## config.mk

```make
export PLATFORM = sky130hd
export DESIGN_NAME = door_lock_param
export DESIGN_NICKNAME = d
export VERILOG_FILES = /design/src/rtl/door_lock_param.sv
export SDC_FILE = /design/constraint.sdc
export NUM_CORES = 1
export LEC_CHECK = 0
export BUFFER_PORTS_ARGS = -buffer_cell sky130_fd_sc_hd__buf_2
export CAP_MARGIN = 20
export CORE_MARGIN = 3
export CORE_UTILIZATION = 60
export DETAILED_ROUTE_END_ITERATION = 16
export PLACE_DENSITY = 0.84
export SLEW_MARGIN = 25
export SYNTH_ARGS = -nofsm -noshare
export SYNTH_HDL_FRONTEND = slang
export SYNTH_SLANG_ARGS = --single-unit
```

## constraint.sdc

```tcl
create_clock -name clk -period 2.3 [get_ports clk]
set_input_delay 0.69 -clock clk [delete_from_list [all_inputs] [get_ports clk]]
set_output_delay 0.69 -clock clk [all_outputs]
set_load 0.02 [all_outputs]
```

## src/rtl/door_lock_param.sv

```systemverilog
// Keypad door-lock controller: buffers keypad digits, checks them against a programmable
// code, and drives a timed unlock window and a timed lockout after repeated wrong attempts.
module door_lock_param #(
    parameter int DIGIT_W    = 4,
    parameter int CODE_LEN   = 4,
    parameter int MAX_TRIES  = 3,
    parameter int UNLOCK_CYC = 50,
    parameter int LOCK_CYC   = 200,
    parameter logic [DIGIT_W*CODE_LEN-1:0] DEFAULT_CODE = 16'h1234
) (
    input  logic                           clk,
    input  logic                           rst,
    input  logic                           digit_valid,
    input  logic [DIGIT_W-1:0]             digit,
    input  logic                           enter,
    input  logic                           clear,
    input  logic                           set_code,
    output logic                           unlock,
    output logic                           alarm,
    output logic                           lock_out,
    output logic [$clog2(MAX_TRIES+1)-1:0] fail_cnt,
    output logic [$clog2(CODE_LEN+1)-1:0]  entry_cnt
);
    localparam int CODE_W = DIGIT_W * CODE_LEN;
    localparam int FW     = $clog2(MAX_TRIES + 1);
    localparam int EW     = $clog2(CODE_LEN + 1);
    localparam int TMAX   = (UNLOCK_CYC > LOCK_CYC) ? UNLOCK_CYC : LOCK_CYC;
    localparam int TW     = $clog2(TMAX + 1);

    localparam logic [EW-1:0] FULL_CNT = EW'(CODE_LEN);
    localparam logic [FW-1:0] LAST_TRY = FW'(MAX_TRIES - 1);
    localparam logic [FW-1:0] MAX_FAIL = FW'(MAX_TRIES);
    localparam logic [TW-1:0] UNLOCK_T = TW'(UNLOCK_CYC);
    localparam logic [TW-1:0] LOCK_T   = TW'(LOCK_CYC);

    typedef enum logic [1:0] {S_ENTRY, S_OPEN, S_PROGRAM, S_LOCKED} state_t;

    state_t              state, state_nx;
    logic [CODE_W-1:0]   code_reg, code_nx;
    logic [CODE_W-1:0]   buffer, buf_nx;
    logic [EW-1:0]       cnt_nx;
    logic                overflow, ovf_nx;
    logic [FW-1:0]       fail_nx;
    logic [TW-1:0]       timer, timer_nx;
    logic                unlock_nx, alarm_nx, lock_nx;

    logic [CODE_W-1:0]   shifted;
    logic                entry_full, entry_ok;

    assign shifted    = (buffer << DIGIT_W) | CODE_W'(digit);
    assign entry_full = (entry_cnt == FULL_CNT);
    assign entry_ok   = entry_full && !overflow;

    always_comb begin
        state_nx  = state;
        code_nx   = code_reg;
        buf_nx    = buffer;
        cnt_nx    = entry_cnt;
        ovf_nx    = overflow;
        fail_nx   = fail_cnt;
        timer_nx  = timer;
        unlock_nx = unlock;
        alarm_nx  = 1'b0;
        lock_nx   = lock_out;
        case (state)
            S_ENTRY, S_PROGRAM: begin
                // enter/clear outrank a coincident digit, which is dropped
                if (enter || clear) begin
                    buf_nx = '0;
                    cnt_nx = '0;
                    ovf_nx = 1'b0;
                end else if (digit_valid) begin
                    if (entry_full) begin
                        ovf_nx = 1'b1;
                    end else begin
                        buf_nx = shifted;
                        cnt_nx = entry_cnt + EW'(1);
                    end
                end
                if (state == S_PROGRAM) begin
                    if (enter || clear) begin
                        state_nx  = S_ENTRY;
                        unlock_nx = 1'b0;
                        timer_nx  = '0;
                    end
                    if (enter && entry_ok)
                        code_nx = buffer;
                end else if (enter) begin
                    if (entry_ok && buffer == code_reg) begin
                        state_nx  = S_OPEN;
                        unlock_nx = 1'b1;
                        fail_nx   = '0;
                        timer_nx  = UNLOCK_T;
                    end else if (fail_cnt == LAST_TRY) begin
                        state_nx  = S_LOCKED;
                        fail_nx   = MAX_FAIL;
                        lock_nx   = 1'b1;
                        alarm_nx  = 1'b1;
                        timer_nx  = LOCK_T;
                    end else begin
                        fail_nx   = fail_cnt + FW'(1);
                        alarm_nx  = 1'b1;
                    end
                end
            end
            S_OPEN: begin
                if (set_code) begin
                    state_nx = S_PROGRAM;
                    buf_nx   = '0;
                    cnt_nx   = '0;
                    ovf_nx   = 1'b0;
                end else if (timer <= TW'(1)) begin
                    state_nx  = S_ENTRY;
                    unlock_nx = 1'b0;
                    timer_nx  = '0;
                end else begin
                    timer_nx = timer - TW'(1);
                end
            end
            S_LOCKED: begin
                alarm_nx = 1'b1;
                if (timer <= TW'(1)) begin
                    state_nx = S_ENTRY;
                    lock_nx  = 1'b0;
                    alarm_nx = 1'b0;
                    fail_nx  = '0;
                    buf_nx   = '0;
                    cnt_nx   = '0;
                    ovf_nx   = 1'b0;
                    timer_nx = '0;
                end else begin
                    timer_nx = timer - TW'(1);
                end
            end
            default: state_nx = S_ENTRY;
        endcase
    end

    always_ff @(posedge clk or negedge rst) begin
        if (!rst) begin
            state     <= S_ENTRY;
            code_reg  <= DEFAULT_CODE;
            buffer    <= '0;
            entry_cnt <= '0;
            overflow  <= 1'b0;
            fail_cnt  <= '0;
            timer     <= '0;
            unlock    <= 1'b0;
            alarm     <= 1'b0;
            lock_out  <= 1'b0;
        end else begin
            state     <= state_nx;
            code_reg  <= code_nx;
            buffer    <= buf_nx;
            entry_cnt <= cnt_nx;
            overflow  <= ovf_nx;
            fail_cnt  <= fail_nx;
            timer     <= timer_nx;
            unlock    <= unlock_nx;
            alarm     <= alarm_nx;
            lock_out  <= lock_nx;
        end
    end

endmodule

```

==> flow_summary.toml <==
[synthesis]
ys_warn_count = 0
synth_top_area_share_pct = 42.7
synth.distinct_cells = 46
synthTopCellsByArea = "dfrtp_1 (43%), mux2_2 (7.1%), nand2_1 (6.0%), dfstp_2 (4.9%), xnor2_1 (4.2%)"
synth_seq_cells = 51
synth.most_common_cell = "dfrtp_1"
syn_nets = 292
synth_flop_cell = "dfrtp_1"
yosys.area.top_type = "dfrtp_1"
synthTopCellsByCount = "dfrtp_1 (46), nand2_1 (43), o21ai_0 (22)"
synth_edf_count = 0
synth_area_um2 = 2700
post_synth.cell_area_avg_um2 = 9.87
netlist_instances = 273
synthArstFlopShare_pct = 100
ys_seq_area_share_pct = 47.6

[clock_network]
cts_buffers = 5
htree_levels = 2
cts_tree = "built"
root_buffer = "clkbuf_8"
clock_latency_ns = 0.30
cts.sinks = 51
cts_buffer_depth = 2
path_clk_slew_ns = 0.10

[floorplanning]
die_w_um = 73.0
dieArea_um2 = 5330
io_pins = 18
core_area_um2 = 4170
start_util_pct = 64.6
rows = 23
die_h_um = 73.0

[global_route]
antenna_found_initial = 0
grt_max_degree = 33
grt_overflow = 0
grt_pass1_wl_um = 9090
grt_pass1_vias = 1968
grt_usage_pct = 22.0

[final_layout]
seq_area_um2 = 1280
n_antenna_cell = 0
areaGrowthSynthToFinish_pct = 14.1
final_util_pct = 73.7
multi_input_area_um2 = 1400
final_nets = 317
n_fill_cell = 271
fin_area_um2 = 3080
final_layout_size_suffix_gt1_share_pct = 26.1
final_cell_count_no_fill = 349

[timing]
maxSlewViolCount = 0
slew_headroom_pct = 64.5
rsz0062_at_grt = "true"
finalHoldViolCount = 0
finalCritPeriodShare_pct = 95.6
finClkSkew_ns = 0.00435
fmax_mhz = 455
whs_ns = 0.328
period_minus_slack_ns = 2.20
setup_violations = 0
worst_slew_pin_slew_ns = 0.529

[power]
powerDensity_nw_per_um2 = 1140
ir_drop_mv = 0.934
combPwrFrac_pct = 49.9
p_switching_w = 0.00151
pwr-share-seq_pct = 35.1
leakagePower_nw = 1.38
p_clk_share_pct = 15.1
p_int_w = 0.00198
netSwitchingFraction_pct = 43.3

[placement]
io_buffers = 17
place_inst = 338
placed_cell_area_um2 = 2890
dp_hpwl_um = 3770
gp_congestion = 0.947

[detailed_routing]
wl_per_cell_um = 15.8
drt_iter0_drc = 195
drt-total-wl_um = 5510
vias = 2107
drc_errors = 0
ant_nets = 0
viasPerCell = 6.04
dr.pass1.iters = 4

[run_status]
status = "finished clean"

[setup_path]
worstPathArrival_ns = 2.39
worst-path-max-fanout = 7
cp-start-kind = "flip-flop"
worstSetupEndpointType = "flip-flop"
path_class = "reg -> reg"
crit_required_ns = 2.49

[run]
drv_cap = 0

[min_path]
hp-class = "in -> async"
## metal layers
| layer | track usage [%] | vias to the layer above | wire (um) |
|---|---|---|---|
| met5 | 0 | - | 0 |
| met1 | 30.4 | 1022 | 2390 |
| met3 | 4.27 | 11 | 284 |
| met2 | 35.0 | 69 | 2740 |
| li1 | - | 1005 | - |
| met4 | 7.17 | 0 | 97 |
## what timing repair did
| action | CTS | global route |
|---|---|---|
| hold buffers | 0 | 0 |
| resized for setup | 0 | 19 |
| endpoints found under the setup margin | 0 | 8 |
| setup buffers | 0 | 3 |
| endpoints found under the hold margin | 0 | 0 |
## stage by stage
stage / worst slack (ns) / total power (W) / setup TNS, ns
floorplan: 0.0667 / 0.00233 / 0
global placement: 0.177 / 0.00273 / 0
detailed placement: 0.126 / 0.00276 / 0
CTS: 0.119 / 0.00330 / 0
global route: -0.0345 / 0.00376 / -0.133
finish: 0.101 / 0.00350 / 0
## worst paths after layout
check | startpoint | endpoint | slack [ns] | cells after the start
max | entry_cnt[1] | timer[5] | 0.10 | 9
min | rst | code_reg[13] | 0.33 | 1
max reg2reg | entry_cnt[1] | timer[5] | 0.10 | 9
min reg2reg | fail_cnt[0] | fail_cnt[0] | 0.53 | 2
max in group asynchronous | rst | code_reg[2] | 1.37 | 2
min in group clk | fail_cnt[0] | fail_cnt[0] | 0.53 | 2
## kinds of logic (layout without fill, tap and decap cells)
family	after synthesis	after routing	share of synthesized area [%]
and+or+nand+nor	89	89	16.5
AOI/OAI and AO/OA	66	66	14.6
DFF	51	51	47.6
buffers and inverters	22	48	3.39
muxes	20	20	8.59
xor gates and xnor gates	16	16	5.20
adders and majority gates	9	9	4.18
## layout make-up
type / instances / share of cell area [%]
inverter: 11 / 1.34
tap: 50 / 2.03
timing repair buffer: 29 / 6.51
clock inverter: 3 / 0.773
multi-input combinational: 200 / 45.4
sequential: 51 / 41.7
clock buffer: 5 / 2.24
## worst max-delay path, cell delays in order (launching register included)
cell,delay (ns)
dfrtp_1,0.43
inv_2,0.09
ha_4,0.15
nand2_4,0.05
or3_4,0.38
nor4_4,0.30
a211oi_2,0.15
buf_4,0.20
o31ai_2,0.24
o21ai_1,0.09
## power groups by stage
stage	logic [W]	registers, W	clock network, W
2_1_floorplan	0.00108	0.00125	0
5_1_grt	0.00193	0.00125	0.000581
3_3_place_gp	0.00151	0.00122	0
6_report	0.00174	0.00123	0.000527
4_1_cts	0.00154	0.00122	0.000544
3_5_place_dp	0.00153	0.00123	0
## cells in the final DEF, fill, tap and decap left out, types with 3 or more instances in the layout
cell and count:
nand3_1 7, clkbuf_8 5, nand2_1 42, nor3_1 6, mux2_2 17, inv_1 9, a21oi_1 9, nor4_1 3
xor2_1 3, dfstp_2 5, nand2b_1 4, buf_2 17, buf_4 10, ha_1 8, o31ai_1 4, dfrtp_1 46
o21ai_0 18, nand4_1 3, nor2_1 8, o21ai_1 16, xnor2_1 13
Note: power is estimated with default switching activity, not from simulation.
